<file path="src/rtl/uart_wb_master.sv">
// UART-to-Wishbone bridge master.
// Commands arrive as bytes: CMD_WR + 4 address bytes + 4 data bytes, or
// CMD_RD + 4 address bytes (all MSB first). One Wishbone classic/pipelined
// single transfer is issued, then a status byte ('K' or 'E') is returned,
// followed by four read-data bytes for a successful read.
module uart_wb_master #(
   parameter int unsigned ACK_TIMEOUT = 255,
   parameter logic [7:0]  CMD_WR      = 8'h57,
   parameter logic [7:0]  CMD_RD      = 8'h52
) (
   input  logic        clk_i,
   input  logic        rst_ni,
   input  logic [7:0]  rx_data_i,
   input  logic        rx_vld_i,
   input  logic        rx_err_i,
   output logic [7:0]  tx_data_o,
   output logic        tx_vld_o,
   input  logic        tx_rdy_i,
   output logic        wb_cyc_o,
   output logic        wb_stb_o,
   output logic        wb_we_o,
   output logic [31:0] wb_adr_o,
   output logic [31:0] wb_data_m_o,
   output logic [3:0]  wb_sel_o,
   input  logic [31:0] wb_data_s_i,
   input  logic        wb_ack_i,
   input  logic        wb_err_i,
   input  logic        wb_stall_i,
   output logic        drop_o
);

   typedef enum logic [2:0] {
      IDLE      = 3'd0,
      ADDR      = 3'd1,
      WDATA     = 3'd2,
      BUS_REQ   = 3'd3,
      BUS_WAIT  = 3'd4,
      RESP_STAT = 3'd5,
      RESP_DATA = 3'd6
   } state_t;

   localparam logic [8:0] TMO_LIM  = 9'(ACK_TIMEOUT);
   localparam logic [7:0] RESP_OK  = 8'h4B;
   localparam logic [7:0] RESP_ERR = 8'h45;

   // Byte idx 0 is the most significant byte of the word.
   function automatic logic [7:0] msb_byte(input logic [31:0] word, input logic [1:0] idx);
      logic [7:0] b;
      case (idx)
         2'd0:    b = word[31:24];
         2'd1:    b = word[23:16];
         2'd2:    b = word[15:8];
         2'd3:    b = word[7:0];
         default: b = 8'h00;
      endcase
      return b;
   endfunction

   state_t      r_state, w_state_nxt;
   logic        r_is_wr, w_is_wr_nxt;
   logic        r_fail,  w_fail_nxt;
   logic [1:0]  r_cnt,   w_cnt_nxt;
   logic [7:0]  r_tmo,   w_tmo_nxt;
   logic [31:0] r_adr,   w_adr_nxt;
   logic [31:0] r_wdat,  w_wdat_nxt;
   logic [31:0] r_rdat,  w_rdat_nxt;
   logic        r_drop,  w_drop_nxt;
   logic        r_cyc,   w_cyc_nxt;
   logic        r_stb,   w_stb_nxt;
   logic        r_we,    w_we_nxt;
   logic [3:0]  r_sel,   w_sel_nxt;
   logic        r_tx_vld, w_tx_vld_nxt;
   logic [7:0]  r_tx_data, w_tx_data_nxt;
   logic        w_resp;

   assign w_resp = wb_ack_i | wb_err_i;

   // Next-state, datapath and next-output computation.
   always_comb begin
      w_state_nxt = r_state;
      w_is_wr_nxt = r_is_wr;
      w_fail_nxt  = r_fail;
      w_cnt_nxt   = r_cnt;
      w_tmo_nxt   = r_tmo;
      w_adr_nxt   = r_adr;
      w_wdat_nxt  = r_wdat;
      w_rdat_nxt  = r_rdat;
      w_drop_nxt  = 1'b0;

      case (r_state)
         IDLE: begin
            if (rx_vld_i && !rx_err_i && (rx_data_i == CMD_WR || rx_data_i == CMD_RD)) begin
               w_is_wr_nxt = (rx_data_i == CMD_WR);
               w_cnt_nxt   = 2'd0;
               w_adr_nxt   = 32'h0000_0000;
               w_wdat_nxt  = 32'h0000_0000;
               w_state_nxt = ADDR;
            end else if (rx_vld_i) begin
               w_drop_nxt = 1'b1;
            end else begin
               w_state_nxt = IDLE;
            end
         end
         ADDR: begin
            if (rx_vld_i && rx_err_i) begin
               w_drop_nxt  = 1'b1;
               w_adr_nxt   = 32'h0000_0000;
               w_cnt_nxt   = 2'd0;
               w_state_nxt = IDLE;
            end else if (rx_vld_i) begin
               w_adr_nxt = {r_adr[23:0], rx_data_i};
               if (r_cnt == 2'd3) begin
                  w_cnt_nxt   = 2'd0;
                  w_state_nxt = r_is_wr ? WDATA : BUS_REQ;
               end else begin
                  w_cnt_nxt = r_cnt + 2'd1;
               end
            end else begin
               w_state_nxt = ADDR;
            end
         end
         WDATA: begin
            if (rx_vld_i && rx_err_i) begin
               w_drop_nxt  = 1'b1;
               w_adr_nxt   = 32'h0000_0000;
               w_wdat_nxt  = 32'h0000_0000;
               w_cnt_nxt   = 2'd0;
               w_state_nxt = IDLE;
            end else if (rx_vld_i) begin
               w_wdat_nxt = {r_wdat[23:0], rx_data_i};
               if (r_cnt == 2'd3) begin
                  w_cnt_nxt   = 2'd0;
                  w_state_nxt = BUS_REQ;
               end else begin
                  w_cnt_nxt = r_cnt + 2'd1;
               end
            end else begin
               w_state_nxt = WDATA;
            end
         end
         BUS_REQ: begin
            w_drop_nxt = rx_vld_i;
            // First non-stalled cycle is the accept; a response here is honoured.
            if (!wb_stall_i) begin
               if (w_resp) begin
                  w_fail_nxt  = wb_err_i;
                  w_state_nxt = RESP_STAT;
                  if (wb_ack_i && !wb_err_i && !r_is_wr) begin
                     w_rdat_nxt = wb_data_s_i;
                  end else begin
                     w_rdat_nxt = r_rdat;
                  end
               end else if (TMO_LIM <= 9'd1) begin
                  w_fail_nxt  = 1'b1;
                  w_state_nxt = RESP_STAT;
               end else begin
                  w_fail_nxt  = 1'b0;
                  w_tmo_nxt   = 8'd1;
                  w_state_nxt = BUS_WAIT;
               end
            end else begin
               w_state_nxt = BUS_REQ;
            end
         end
         BUS_WAIT: begin
            w_drop_nxt = rx_vld_i;
            if (w_resp) begin
               w_fail_nxt  = wb_err_i;
               w_tmo_nxt   = 8'd0;
               w_state_nxt = RESP_STAT;
               if (wb_ack_i && !wb_err_i && !r_is_wr) begin
                  w_rdat_nxt = wb_data_s_i;
               end else begin
                  w_rdat_nxt = r_rdat;
               end
            end else if (({1'b0, r_tmo} + 9'd1) >= TMO_LIM) begin
               // r_tmo counts response-less cycles since the accept cycle.
               w_fail_nxt  = 1'b1;
               w_tmo_nxt   = 8'd0;
               w_state_nxt = RESP_STAT;
            end else begin
               w_tmo_nxt = r_tmo + 8'd1;
            end
         end
         RESP_STAT: begin
            w_drop_nxt = rx_vld_i;
            if (tx_rdy_i) begin
               w_cnt_nxt   = 2'd0;
               w_state_nxt = (!r_fail && !r_is_wr) ? RESP_DATA : IDLE;
            end else begin
               w_state_nxt = RESP_STAT;
            end
         end
         RESP_DATA: begin
            w_drop_nxt = rx_vld_i;
            if (tx_rdy_i && r_cnt == 2'd3) begin
               w_cnt_nxt   = 2'd0;
               w_state_nxt = IDLE;
            end else if (tx_rdy_i) begin
               w_cnt_nxt = r_cnt + 2'd1;
            end else begin
               w_state_nxt = RESP_DATA;
            end
         end
         default: begin
            w_state_nxt = IDLE;
            w_cnt_nxt   = 2'd0;
         end
      endcase

      // Bus and transmit outputs are decoded from the next state so they are registered.
      w_cyc_nxt    = (w_state_nxt == BUS_REQ) || (w_state_nxt == BUS_WAIT);
      w_stb_nxt    = (w_state_nxt == BUS_REQ);
      w_we_nxt     = w_cyc_nxt & w_is_wr_nxt;
      w_sel_nxt    = w_cyc_nxt ? 4'hF : 4'h0;
      w_tx_vld_nxt = (w_state_nxt == RESP_STAT) || (w_state_nxt == RESP_DATA);
      case (w_state_nxt)
         RESP_STAT: w_tx_data_nxt = w_fail_nxt ? RESP_ERR : RESP_OK;
         RESP_DATA: w_tx_data_nxt = msb_byte(w_rdat_nxt, w_cnt_nxt);
         default:   w_tx_data_nxt = 8'h00;
      endcase
   end

   // State and all registered outputs, cleared asynchronously by reset.
   always_ff @(posedge clk_i or negedge rst_ni) begin
      if (!rst_ni) begin
         r_state   <= IDLE;
         r_is_wr   <= 1'b0;
         r_fail    <= 1'b0;
         r_cnt     <= 2'd0;
         r_tmo     <= 8'd0;
         r_adr     <= 32'h0000_0000;
         r_wdat    <= 32'h0000_0000;
         r_rdat    <= 32'h0000_0000;
         r_drop    <= 1'b0;
         r_cyc     <= 1'b0;
         r_stb     <= 1'b0;
         r_we      <= 1'b0;
         r_sel     <= 4'h0;
         r_tx_vld  <= 1'b0;
         r_tx_data <= 8'h00;
      end else begin
         r_state   <= w_state_nxt;
         r_is_wr   <= w_is_wr_nxt;
         r_fail    <= w_fail_nxt;
         r_cnt     <= w_cnt_nxt;
         r_tmo     <= w_tmo_nxt;
         r_adr     <= w_adr_nxt;
         r_wdat    <= w_wdat_nxt;
         r_rdat    <= w_rdat_nxt;
         r_drop    <= w_drop_nxt;
         r_cyc     <= w_cyc_nxt;
         r_stb     <= w_stb_nxt;
         r_we      <= w_we_nxt;
         r_sel     <= w_sel_nxt;
         r_tx_vld  <= w_tx_vld_nxt;
         r_tx_data <= w_tx_data_nxt;
      end
   end

   assign tx_data_o   = r_tx_data;
   assign tx_vld_o    = r_tx_vld;
   assign wb_cyc_o    = r_cyc;
   assign wb_stb_o    = r_stb;
   assign wb_we_o     = r_we;
   assign wb_adr_o    = r_adr;
   assign wb_data_m_o = r_wdat;
   assign wb_sel_o    = r_sel;
   assign drop_o      = r_drop;

endmodule
</file>
<file path="config.mk">
export PLATFORM = sky130hd
export DESIGN_NAME = uart_wb_master
export DESIGN_NICKNAME = d
export VERILOG_FILES = /design/src/rtl/uart_wb_master.sv
export SDC_FILE = /design/constraint.sdc
export NUM_CORES = 1
export LEC_CHECK = 0
export CORE_ASPECT_RATIO = 1.75
export CORE_MARGIN = 1
export CORE_UTILIZATION = 51
export CTS_CLUSTER_DIAMETER = 50
export DETAILED_ROUTE_END_ITERATION = 16
export PLACE_DENSITY = 0.78
export SYNTH_ARGS = -nofsm -noshare
export SYNTH_HDL_FRONTEND = slang
export SYNTH_SLANG_ARGS = --single-unit
</file>
<file path="constraint.sdc">
create_clock -name clk_i -period 2.9 [get_ports clk_i]
set_input_delay 0.58 -clock clk_i [delete_from_list [all_inputs] [get_ports clk_i]]
set_output_delay 0.58 -clock clk_i [all_outputs]
set_load 0.01 [all_outputs]
</file>
Yosys cells after proc, flatten, opt, wreduce, memory -nomap -nowiden
Index checks and enable logic that the tools add are counted.
Word-level totals
  flip-flop bits (word level): 128
  input bits: 48
  output and inout port bits: 81
Operators by class
  add/subtract/negate cells: 3
  order comparisons: 1
  equal/unequal tests: 22
  muxes and demuxes: 58
  bitwise gates (word level): 2
  reductions and logical operators: 25
Operator list (number)
  two-way mux 32 bit: 9
  one-hot mux 32 bit (2 select lines): 2
  one-hot mux 32 bit (3 select lines): 1
  two-way mux 3 bit: 15
  two-way mux 8 bit: 4
  one-hot mux 8 bit (2 select lines): 2
  one-hot mux 8 bit (4 select lines): 1
  one-hot mux 3 bit (7 select lines): 1
  equality test 3 bit (second input constant): 6
  equality test 8 x 7 -> 1 bit (second input constant): 2
  two-way mux 2 bit: 7
  two-way mux 1 bit: 11
  one-hot mux 2 bit (5 select lines): 1
  adder 8 x 1 -> 9 bit (second input constant): 1
  equality test 3 x 2 -> 1 bit (second input constant): 3
  >= comparator 9 x 8 -> 1 bit (second input constant): 1
  adder 8 x 1 -> 8 bit (second input constant): 1
  two-way mux 4 bit: 2
  inequality test 2 bit (second input constant): 4
  logical AND 1 bit: 7
  equality test 2 bit (second input constant): 3
  inequality test 3 bit (second input constant): 2
  AND reduction 3 bit: 2
  logical NOT 1 bit: 4
  other kinds (15): 19

Depth between registers and ports, before layout
  depth in word-level cells: 9
  mapped depth: 9
  depth with buffers taken out: 9

Least setup slack after synthesis
Ideal clock, no wire load.
  path type: register to register
  from: reg r_tmo[0]
  to: reg r_tx_data[1] (netlist: tx_data_o[1])
  library setup time: 0.082 ns
  arrival time: 2.044 ns
  data required time: 2.818 ns
  path slack: 0.774 ns
  cell stages (with the launch flop): 8
  clock period less this slack: 2.126 ns
  cells stage by stage: dfrtp_1 ha_1 and4bb_1 o21ai_2 a211oi_4 o21ai_0 a211o_1 o22ai_1
Between the ends
  longest elaborated chain between the ends: 7
  elaborated cells on any way between the ends: 12
Ends and longest elaborated chain
  from (decl): RTL line 63  | logic [7:0] r_tmo, w_tmo_nxt;
  from (signal assigned): RTL line 247  | r_tmo <= w_tmo_nxt;
  adder 8 x 1 -> 9 bit (*): RTL line 176  | end else if (({1'b0, r_tmo} + 9'd1) >= TMO_LIM) begin
  >= comparator 9 x 8 -> 1 bit (*): RTL line 176
  two-way mux 3 bit / two-way mux 1 bit (equally long branches): RTL line 176
  two-way mux 3 bit / two-way mux 1 bit (equally long branches): RTL line 167  | if (w_resp) begin
  one-hot mux 3 bit (7 select lines) / one-hot mux 1 bit (2 select lines) (equally long branches): RTL line 90  | case (r_state)
  equality test 3 bit / two-way mux 4 bit (equally long branches): RTL line 217, 218
  one-hot mux 8 bit (2 select lines) (*): RTL line 217  | case (w_state_nxt)
  named net w_tx_data_nxt[1]: RTL line 73  | logic [7:0] r_tx_data, w_tx_data_nxt;
  to (signal assigned): RTL line 257  | r_tx_data <= w_tx_data_nxt;
  to (decl): RTL line 73
Mark *: on every way through the listed nets, which the timed path passes. The rest lies on a longest branch.
A chain may end at the register's enable or synchronous reset.

Worst setup path in the final report
  from: reg r_state[1]
  to: reg r_tx_data[1] (netlist: tx_data_o[1])
Between the ends
  elaborated cells on any way between the ends: 34
RTL lines
  from (decl): RTL line 59  | state_t r_state, w_state_nxt;
  from (signal assigned): RTL line 243  | r_state <= w_state_nxt;
  equality test 3 bit / equality test 3 x 2 -> 1 bit (equally long branches): RTL line 90
  one-hot mux 32 bit (2 select lines) (*): RTL line 90
  named net w_rdat_nxt[17]: RTL line 66  | logic [31:0] r_rdat, w_rdat_nxt;
  one-hot mux 8 bit (4 select lines) (*): RTL line 49  | case (idx)
  one-hot mux 8 bit (2 select lines) (*): RTL line 217
  named net w_tx_data_nxt[1]: RTL line 73
Marked as above.

==> flow_metrics.tcl <==
set metrics [dict create \
    status "complete, no violations" \
    vias 4769 \
    hold_violations 0 \
    synth.avg_cell_area_um2 9.97 \
    finish.net_count 760 \
    yosys_warnings 0 \
    cts_resized 0 \
    drive_above_1_share_pct 14.8 \
    p_int_mw 4.69 \
    p_leak_nw 3.29 \
    die-area_um2 11700 \
    drtIter0Drc 193 \
    relSlewSlack_pct 54.7 \
    grt_max_degree 65 \
    most-common-layout-cells "nand2_1, clkdlybuf4s50_1, dfrtp_1" \
    wl_per_cell_um 16.7 \
    ys_types 62 \
    peakVddDrop_uv 649 \
    tightest_slew_ns 0.679 \
    rows 50 \
    crit_type "flop to flop" \
    clockBufferDepth 2 \
    min_path_type "primary input to asynchronous set/reset pin" \
    switching_share_pct 35.3 \
    cts_setup_buffers 0 \
    port_buffers 128 \
    layout.filler_cells 785 \
    worst-path-buf-inv 1 \
    setup_violations 0 \
    slew_viol_final 0 \
    final_common_cell "nand2_1" \
    drc_errors 0 \
    synth_edf_count 0 \
    syn-num-nets 628 \
    die_y_um 142 \
    rsz0062_at_grt "no" \
    hpwl_um 10000 \
    fmax_mhz 407 \
    grt.total_usage_pct 26.2 \
    cts_buffers 17 \
    ys_async_sr_fraction_pct 100 \
    wirelength_um 14200 \
    pwr-share-seq_pct 35.5 \
    grt_pass1_wl_um 23000 \
    syn_area_um2 5740 \
    yosysTopAreaCell "dfrtp_1" \
    synth_seq_area_share_pct 54.0 \
    startpoint_type "flop" \
    crit_arrival_ns 2.76 \
    drv_cap 0 \
    dieWidth_um 82.2 \
    clkPwrFrac_pct 28.9 \
    clockRootBuffer "clkbuf_16" \
    cp_slowest_cell "dfrtp_1" \
    synth_seq_cells 124 \
    clkSlewWorstSetupHoldPaths_ns 0.06 \
    diodes 0 \
    io_pins 129 \
    worstSkewPairLatency_ns 0.41 \
    vias_per_cell 5.60 \
    htreeDepth 4 \
    core_region_area_um2 10800 \
    postSynthCellCount 576 \
    grt_pass1_vias 4806 \
    slowest_delay_ns 0.63 \
    antenna_found_initial 0 \
    netSwitchingPower_mw 2.56 \
    fin_crit_ns 2.46 \
    fin_skew_ns 0.00699 \
    required_ns 3.20 \
    worstPathCellList "and4bb_4, o211ai_2, buf_12, mux2_2, nor3_1, o32a_1, o22ai_1" \
    area.growth.synth_to_final_pct 35.5 \
    synth_area_leaders "dfrtp_1, nand2_1, o21ai_0, mux2_2, clkbuf_1" \
    antenna_left 0 \
    gr-total-overflow 0 \
    post-route-period-util_pct 84.8 \
    p_per_area_nw_per_um2 931 \
    netlist.area_leader.share_pct 54.0 \
    holdWs_ns 0.200 \
    cts_tree "done" \
    cp_top_family "flip-flops" \
    setup_tns_ns 0 \
    combPwrFrac_pct 35.6 \
    cp_max_fo 32 \
    clkSinkCount 124 \
    drt_first_pass_iters 4 \
    worst_setup_path_end_kind "flop" \
    start_util_pct 53.1 \
    ys.flop_type "dfrtp_1" \
    postCtsHoldBufs 0 \
    routabilityCongestion 0.861 \
]
-- area by class of cell --
| type | count | area, µm² | area share, % |
|---|---|---|---|
| clock inverters | 14 | 163 | 2.09 |
| clock buffers | 18 | 429 | 5.51 |
| repair buffers | 149 | 1470 | 18.9 |
| flip-flops and latches | 124 | 3100 | 39.9 |
| multi-input cells | 403 | 2410 | 30.9 |
| well taps | 130 | 163 | 2.09 |
| inverters | 13 | 48.8 | 0.627 |
-- cells in the mapped netlist, types with 5 or more instances --
cell      number
inv_1         13
o21ai_0       79
clkbuf_1      20
nor4_1         5
a21oi_1       14
buf_6          6
nand2_1      148
nor2_1        10
nor3_1        10
dfrtp_1      124
mux2_2        32
nand4_1        6
and3_1         5
nand3_1        8
o221ai_1       8
o22ai_1        5
buf_4          7
-- registers in the layout, indices dropped and copies added (netlist names), 2 cells and up --
signal	cells
r_tmo	8
r_cnt	2
wb_adr_o	32
r_rdat	32
tx_data_o	8
wb_data_m_o	32
r_state	3
-- per-stage QoR --
stage	cell area, µm²	util [%]	total power, mW	std cells	setup slack [ns]
6_report	7790	71.9	7.25	851	0.440
5_1_grt	7790	71.9	7.66	851	0.256
4_1_cts	7790	71.9	7.28	851	0.452
3_5_place_dp	7190	66.5	5.14	819	0.116
3_3_place_gp	7190	66.5	5.05	819	0.202
2_1_floorplan	5740	-	4.11	576	0.774
-- power groups by stage --
| stage | Clock, mW | Sequential, mW | Combinational (mW) |
|---|---|---|---|
| floorplan | 0 | 2.55 | 1.56 |
| global placement | 0 | 2.57 | 2.48 |
| detailed placement | 0 | 2.59 | 2.54 |
| CTS | 2.12 | 2.57 | 2.58 |
| global route | 2.21 | 2.64 | 2.81 |
| finish | 2.10 | 2.58 | 2.58 |
-- metal layers --
layer	global-route usage (%)	vias up	share of wire (%)
li1	-	2275	-
met1	27.5	2310	37
met2	47.2	153	54
met3	7.18	31	5.3
met4	11.5	0	3.0
met5	0	-	0
-- cell families (layout without fill, tap and decap cells) --
family,count (synthesis),count (layout),synth area share (%)
xor+xnor,2,2,0.305
compound gates,144,144,15.9
buf+inv,49,194,4.51
flops,124,124,54.0
mux,35,35,6.80
simple gates,218,218,17.6
fa+ha+maj,4,4,0.871
-- worst reg2reg max path, cell delays in order, from the launching register on --
cell and delay (ns):
dfrtp_1 0.63, and4bb_4 0.37, o211ai_2 0.22, buf_12 0.24, mux2_2 0.40, nor3_1 0.23, o32a_1 0.21, o22ai_1 0.06
-- worst paths after layout --
| path | from | to | slack [ns] | cells after the start |
|---|---|---|---|---|
| setup / recovery | r_state[1] | tx_data_o[1] | 0.44 | 7 |
| hold / removal | rst_ni | wb_adr_o[29] | 0.20 | 1 |
| setup reg to reg | r_state[1] | tx_data_o[1] | 0.44 | 7 |
| hold reg to reg | wb_adr_o[26] | wb_adr_o[26] | 0.48 | 2 |
| max in group asynchronous | rst_ni | drop_o | 1.99 | 2 |
| min in group clk_i | wb_adr_o[26] | wb_adr_o[26] | 0.48 | 2 |
Note: power is estimated with default switching activity, not from simulation.
